### config.mk
export PLATFORM = sky130hd
export DESIGN_NAME = serial_add_ctrl
export DESIGN_NICKNAME = d
export VERILOG_FILES = /design/src/rtl/serial_add_ctrl.sv
export SDC_FILE = /design/constraint.sdc
export NUM_CORES = 1
export LEC_CHECK = 0
export CORE_MARGIN = 8
export CORE_UTILIZATION = 34
export CTS_CLUSTER_DIAMETER = 40
export DETAILED_ROUTE_END_ITERATION = 10
export PLACE_DENSITY = 0.57
export SLEW_MARGIN = 20
export SYNTH_ARGS = -nofsm -noshare
export SYNTH_HDL_FRONTEND = slang
export SYNTH_SLANG_ARGS = --single-unit
### constraint.sdc
create_clock -name clk -period 1.59 [get_ports clk]
set_input_delay 0.318 -clock clk [delete_from_list [all_inputs] [get_ports clk]]
set_output_delay 0.318 -clock clk [all_outputs]
set_load 0.1 [all_outputs]
### src/rtl/serial_add_ctrl.sv
// Bit-serial adder controller: drives one external 1-bit full adder LSB-first
// over WIDTH cycles and returns a WIDTH-bit sum, a carry-out and a done pulse.
module serial_add_ctrl #(
    parameter int WIDTH = 8
) (
    input  logic             clk,
    input  logic             rst_n,
    input  logic             start,
    input  logic [WIDTH-1:0] a,
    input  logic [WIDTH-1:0] b,
    input  logic             cin,
    output logic             fa_i1,
    output logic             fa_i2,
    output logic             fa_cin,
    input  logic             fa_sum,
    input  logic             fa_cout,
    output logic             busy,
    output logic             done,
    output logic [WIDTH-1:0] sum,
    output logic             cout
);

    localparam int CW = $clog2(WIDTH + 1);

    localparam logic [1:0] IDLE = 2'd0;
    localparam logic [1:0] RUN  = 2'd1;
    localparam logic [1:0] DONE = 2'd2;

    localparam logic [CW-1:0] LAST_CNT = CW'(WIDTH - 1);

    logic [1:0]       state_r;
    logic [1:0]       state_s;
    logic [WIDTH-1:0] areg_r;
    logic [WIDTH-1:0] breg_r;
    logic [WIDTH-1:0] sreg_r;
    logic             carry_r;
    logic [CW-1:0]    cnt_r;
    logic [WIDTH-1:0] sum_r;
    logic             cout_r;
    logic             busy_r;
    logic             done_r;
    logic             last_s;

    // Last serial step: the adder is presenting the MSB of the result
    always_comb begin
        last_s = 1'b0;
        if (state_r == RUN) begin
            last_s = (cnt_r == LAST_CNT);
        end else begin
            last_s = 1'b0;
        end
    end

    // Next-state decode; start only matters in IDLE, DONE always returns to IDLE
    always_comb begin
        state_s = state_r;
        case (state_r)
            IDLE: begin
                if (start) begin
                    state_s = RUN;
                end else begin
                    state_s = IDLE;
                end
            end
            RUN: begin
                if (last_s) begin
                    state_s = DONE;
                end else begin
                    state_s = RUN;
                end
            end
            DONE:    state_s = IDLE;
            default: state_s = IDLE;
        endcase
    end

    // State register plus status flags registered from the next state
    always_ff @(posedge clk or negedge rst_n) begin
        if (!rst_n) begin
            state_r <= IDLE;
            busy_r  <= 1'b0;
            done_r  <= 1'b0;
        end else begin
            state_r <= state_s;
            busy_r  <= (state_s == RUN);
            done_r  <= (state_s == DONE);
        end
    end

    // Operand capture on accept and one-bit-per-cycle shifting while running
    always_ff @(posedge clk or negedge rst_n) begin
        if (!rst_n) begin
            areg_r  <= {WIDTH{1'b0}};
            breg_r  <= {WIDTH{1'b0}};
            sreg_r  <= {WIDTH{1'b0}};
            carry_r <= 1'b0;
            cnt_r   <= {CW{1'b0}};
        end else begin
            case (state_r)
                IDLE: begin
                    if (start) begin
                        areg_r  <= a;
                        breg_r  <= b;
                        carry_r <= cin;
                        cnt_r   <= {CW{1'b0}};
                    end else begin
                        areg_r  <= areg_r;
                        breg_r  <= breg_r;
                        carry_r <= carry_r;
                        cnt_r   <= cnt_r;
                    end
                end
                RUN: begin
                    areg_r  <= {1'b0, areg_r[WIDTH-1:1]};
                    breg_r  <= {1'b0, breg_r[WIDTH-1:1]};
                    sreg_r  <= {fa_sum, sreg_r[WIDTH-1:1]};
                    carry_r <= fa_cout;
                    cnt_r   <= cnt_r + {{(CW-1){1'b0}}, 1'b1};
                end
                default: begin
                    areg_r  <= areg_r;
                    breg_r  <= breg_r;
                    sreg_r  <= sreg_r;
                    carry_r <= carry_r;
                    cnt_r   <= cnt_r;
                end
            endcase
        end
    end

    // Result registers move only on the final serial step and otherwise hold
    always_ff @(posedge clk or negedge rst_n) begin
        if (!rst_n) begin
            sum_r  <= {WIDTH{1'b0}};
            cout_r <= 1'b0;
        end else if (last_s) begin
            sum_r  <= {fa_sum, sreg_r[WIDTH-1:1]};
            cout_r <= fa_cout;
        end else begin
            sum_r  <= sum_r;
            cout_r <= cout_r;
        end
    end

    // busy_r mirrors the RUN state, so it gates the adder inputs to 0 elsewhere
    assign fa_i1  = busy_r & areg_r[0];
    assign fa_i2  = busy_r & breg_r[0];
    assign fa_cin = busy_r & carry_r;

    assign busy = busy_r;
    assign done = done_r;
    assign sum  = sum_r;
    assign cout = cout_r;

endmodule

### Word level (Yosys, flattened, before mapping)

Cells that the tools add are included.
Widths: inputs -> output; s select.

* register bits after elaboration: 42
* output and inout bits: 14
* word-level logic and storage cells: 34

* add/subtract/negate cells: 1
* reductions and logical operators: 3
* eq/ne operators: 5
* multiplexer cells: 12
* bitwise gates (word level): 3

Operators by type and width (count)
* $pmux 8 s2: 2
* $mux 8: 2
* $pmux 4 s2: 1
* $add 4x1->4 const B: 1
* $eq 2x1->1 const B: 2
* $eq 4x3->1 const B: 1
* $mux 4: 1
* $pmux 2 s2: 1
* $and 1x1->1: 3
* $mux 1: 3
* $eq 2x2->1 const B: 1
* $logic_not 2->1: 1
* $mux 2: 1
* $ne 2x2->1 const B: 1
* $pmux 1 s2: 1
* $reduce_and 2->1: 1
* $reduce_bool 2->1: 1

### Logic depth before layout (Yosys ltp)

* depth after elaboration: 5
* depth in mapped cells: 5
* mapped depth without buffers: 4

### Worst setup path before layout

No wires, ideal clock.

* path type: reg2out
* from: register busy_r (netlist: busy)
* to: output port fa_i1
* stages on the path, launching flop included: 2
* setup slack: -0.513 ns
* arrival time: 1.785 ns
* cell sequence: dfrtp_1 and2_1

* word-level cells in the longest chain between the ends: 1

RTL lines
* from (decl): line 40 `logic busy_r;`
* from (signal assigned): line 85 `busy_r <= (state_s == RUN);`
* $and 1x1->1: line 146 `assign fa_i1 = busy_r & areg_r[0];`
* to (decl): line 12 `output logic fa_i1,`

No other way between the ends.

### Worst setup path in the final report

* from: register cnt_r[0]
* to: register sum_r[3] (netlist: sum[3])

* word-level cells in the longest chain between the ends: 2

RTL lines
* from (decl): line 37 `logic [CW-1:0] cnt_r;`
* from (signal assigned): line 97 `cnt_r <= {CW{1'b0}};`
* from (signal assigned): line 105 `cnt_r <= {CW{1'b0}};`
* from (signal assigned): line 110 `cnt_r <= cnt_r;`
* $eq 4x3->1: line 48 `last_s = (cnt_r == LAST_CNT);`
* $mux 1: line 47 `if (state_r == RUN) begin`
* via last_s: line 42 `logic last_s;`
* to (signal assigned): line 134 `sum_r <= {WIDTH{1'b0}};`
* to (signal assigned): line 137 `sum_r <= {fa_sum, sreg_r[WIDTH-1:1]};`
* to (signal assigned): line 140 `sum_r <= sum_r;`
* to (decl): line 38 `logic [WIDTH-1:0] sum_r;`

The timed path passes the listed nets, and every way through them passes these cells.
A chain may end at the register's enable or synchronous reset.

==> impl_summary.txt <==
----------------------------------------------------
[Outcome]
  Status ... complete, no violations

[GRT]
  Initial antenna violation count ... 0
  GRT Total Usage ... 0.111
  Largest net degree at the start of global routing ... 23
  Total congestion overflow after global routing ... 0
  Wire length of the first global-routing pass ... 6710 um
  Vias in the first global route ... 1,425

[CTS]
  TritonCTS clock tree ... yes
  Worst skew pair latency ... 290 ps
  Maximum root-to-sink buffer count ... 2
  Clock tree root driver cell ... clkbuf_8
  Maximum level of the CTS H-tree ... 2
  Clock-pin slew on the worst setup and hold paths ... 70 ps
  CTS Sinks ... 41
  Post CTS Setup Buffer Count ... 0
  Number of buffers created by CTS ... 5

[Place]
  Number of cells after detailed placement ... 272
  Final weighted congestion in routability-driven placement ... 0.734
  Post-detailed-placement half-perimeter wirelength ... 2840 um
  Worst slack, placed ... -189 ps
  Number of buffers inserted by port buffering ... 35

[Worst hold path]
  Hold path depth ... 2
  Hold Crit Class ... flop to flop
  Worst Min Path Start ... sreg_r[1]$_DFFE_PN0P_

[Floorplanning]
  Die extent in x ... 87.6 um
  Number of I/O pins ... 36
  Initial standard-cell utilization of the core ... 0.346
  Die Height ... 87.6 um
  Floorplan die area ... 7680 sq um
  Core Region ... 5040 sq um
  Row Count ... 26

[Cells and area]
  Share of post-route cells with drive strength above 1 ... 0.223
  Antenna diode instance count ... 0
  Post-layout instance count excluding filler cells ... 281
  Number of nets at the end of the flow ... 233
  Commonest non-fill, non-tap cells in the layout ... dfrtp_1 (40), nand2_1 (33), clkdlybuf4s50_1 (20)
  Layout overhead on the synthesized area ... 41.9%
  Most frequent standard cell in the layout excluding fill and tap cells ... dfrtp_1
  Finished Core Util ... 0.491

[Critical path]
  Critical path endpoint category ... flop
  Critical Path Fanout Max ... 7
  Data arrival time at the worst-slack endpoint ... 1670 ps
  Setup CP Type ... flop to flop
  Length in cells of the worst reg-to-reg path ... 5
  Critical path launch point type ... flop
  Worst Setup SP ... cnt_r[0]$_DFFE_PN0P_
  Data required time at the worst endpoint ... 1760 ps
  Launching point of the worst reg2reg path ... cnt_r[0]$_DFFE_PN0P_

[Route]
  Iteration count of the initial detailed-routing pass ... 4
  DRT iter0 DRCs ... 60
  Total via count after detailed routing ... 1,379
  Routed WL per cell ... 13.7 um
  Post-route ant nets ... 0
  Residual DRC ... 0
  Via/cell ratio ... 4.91
  Total Wirelength ... 3850 um

[STA]
  Slew Limit Fails ... 0
  Final hold vios ... 0
  Setup Skew ... 6.37 ps
  Unrepaired setup endpoints after global routing ... false
  Final setup violation count ... 0
  Transition time at the pin with the least slew margin ... 536 ps
  Minimum setup slack in the final design ... 93.3 ps
  Fraction of the cycle the final worst path needs ... 0.941
  Achievable Freq ... 668 MHz
  Slew HR ... 0.642
  Post-Route Hold Slack ... 480 ps
  Minimum clock period ... 1500 ps

[Pwr]
  Part of the total power dissipated in combinational logic ... 0.569
  Sequential share of power ... 0.320
  Int Power ... 3.08 mW
  Peak ir drop on the vdd network ... 0.000855 V
  Power share of the clock group ... 0.111
  Switching power of the nets ... 2.72 mW
  Post-layout total power ... 5.80 mW
  Fraction of power spent switching nets ... 0.469
  Cell Pwr Density ... 2340 nW/um^2
  Leak ... 1.08 nW

[Yosys]
  Net count of the mapped netlist ... 188
  Post-synth design cell area ... 1740 sq um
  Mean instance size in the synthesized netlist ... 10.6 sq um
  Synthesis Warnings ... 0
  Mapped Cells ... 165
  Number of different library cells in the post-synthesis netlist ... 23
  Register area share after synthesis ... 0.588
  Number of register bits inferred by synthesis ... 41

[Job]
  Maximum Capacitance Violations ... 0

----------------------------------------------------
registers in the layout, indices dropped and copies added, names as in the netlist:
signal and cells:
areg_r 8, breg_r 8, sum 8, sreg_r 7
cnt_r 4, state_r 2, busy 1, carry_r 1
cout 1, done 1
per-layer routing:
metal / GRT usage / wire length (um)
met1: 0.131 / 1680
met2: 0.178 / 1910
met3: 0.0385 / 198
met4: 0.0531 / 61
met5: 0 / 0
final cells by class:
class                           instances  area, sq um
Tap cell                               70         87.6
Inverter                                1         3.75
Sequential cell                        41         1030
Multi-Input combinational cell        113          678
Timing Repair Buffer                   48          598
Clock buffer                            8         80.1
Fill cell                             454         2570
kinds of logic after synthesis:
group / count (synthesis) / synth area share
AND/OR/NAND/NOR: 55 / 0.149
AO/OA/AOI/OAI: 47 / 0.165
flip-flops: 41 / 0.588
buffers and inverters: 11 / 0.0265
multiplexers: 10 / 0.0638
adder cells (fa/ha/maj): 1 / 0.00717
worst max-delay path, cell delays in order (launching register included):
cell     delay [ps]
dfrtp_1         400
ha_1            210
nand2_2         100
nor3_4          130
buf_4           180
mux2_2          350
stage by stage:
| stage | TNS (ps) | area, sq um |
|---|---|---|
| floorplan | 0 | 1750 |
| global placement | -200 | 2380 |
| detailed placement | -981 | 2380 |
| CTS | 0 | 2470 |
| global route | 0 | 2470 |
| finish | 0 | 2470 |
synthesized netlist by cell type (all sizes together):
| cell | count | share of area |
|---|---|---|
| nor3 | 2 | 0.012 |
| nand2 | 34 | 0.073 |
| a21oi | 10 | 0.029 |
| nor2b | 11 | 0.039 |
| o311ai | 1 | 0.0050 |
| dfrtp | 41 | 0.59 |
| o21bai | 1 | 0.0043 |
| ha | 1 | 0.0072 |
| nand3 | 2 | 0.0057 |
| o21ai | 18 | 0.052 |
| a22o | 1 | 0.0050 |
| and2 | 3 | 0.011 |
| nor2 | 2 | 0.0043 |
| inv | 1 | 0.0022 |
| buf | 5 | 0.014 |
| a22oi | 15 | 0.065 |
| a32o | 1 | 0.0057 |
| mux2 | 9 | 0.058 |
| clkbuf | 5 | 0.011 |
| mux2i | 1 | 0.0057 |
| nand2b | 1 | 0.0036 |
power groups by stage:
stage | registers, mW | clock network, mW | logic (mW)
2_1_floorplan | 2.64 | 0 | 1.26
6_report | 1.85 | 0.643 | 3.30
3_3_place_gp | 1.84 | 0 | 3.26
4_1_cts | 1.85 | 0.671 | 3.33
3_5_place_dp | 1.87 | 0 | 3.33
5_1_grt | 1.92 | 0.722 | 3.50
path summary, 6_finish.rpt:
check                                   endpoint  slack (ps)
max                           sum[3]$_DFFE_PN0P_          90
max in group asynchronous     sum[3]$_DFFE_PN0P_         590
max reg2reg                   sum[3]$_DFFE_PN0P_          90
min reg2reg                sreg_r[1]$_DFFE_PN0P_         480
min in group asynchronous  breg_r[3]$_DFFE_PN0P_         520
min                        sreg_r[1]$_DFFE_PN0P_         480
what timing repair did:
item                                    CTS  global route
endpoints found under the setup margin    0             6
resized for setup                         0             1
hold buffers                              1             0
hold endpoints to repair                 13             0
Note: power is estimated with default switching activity, not from simulation.
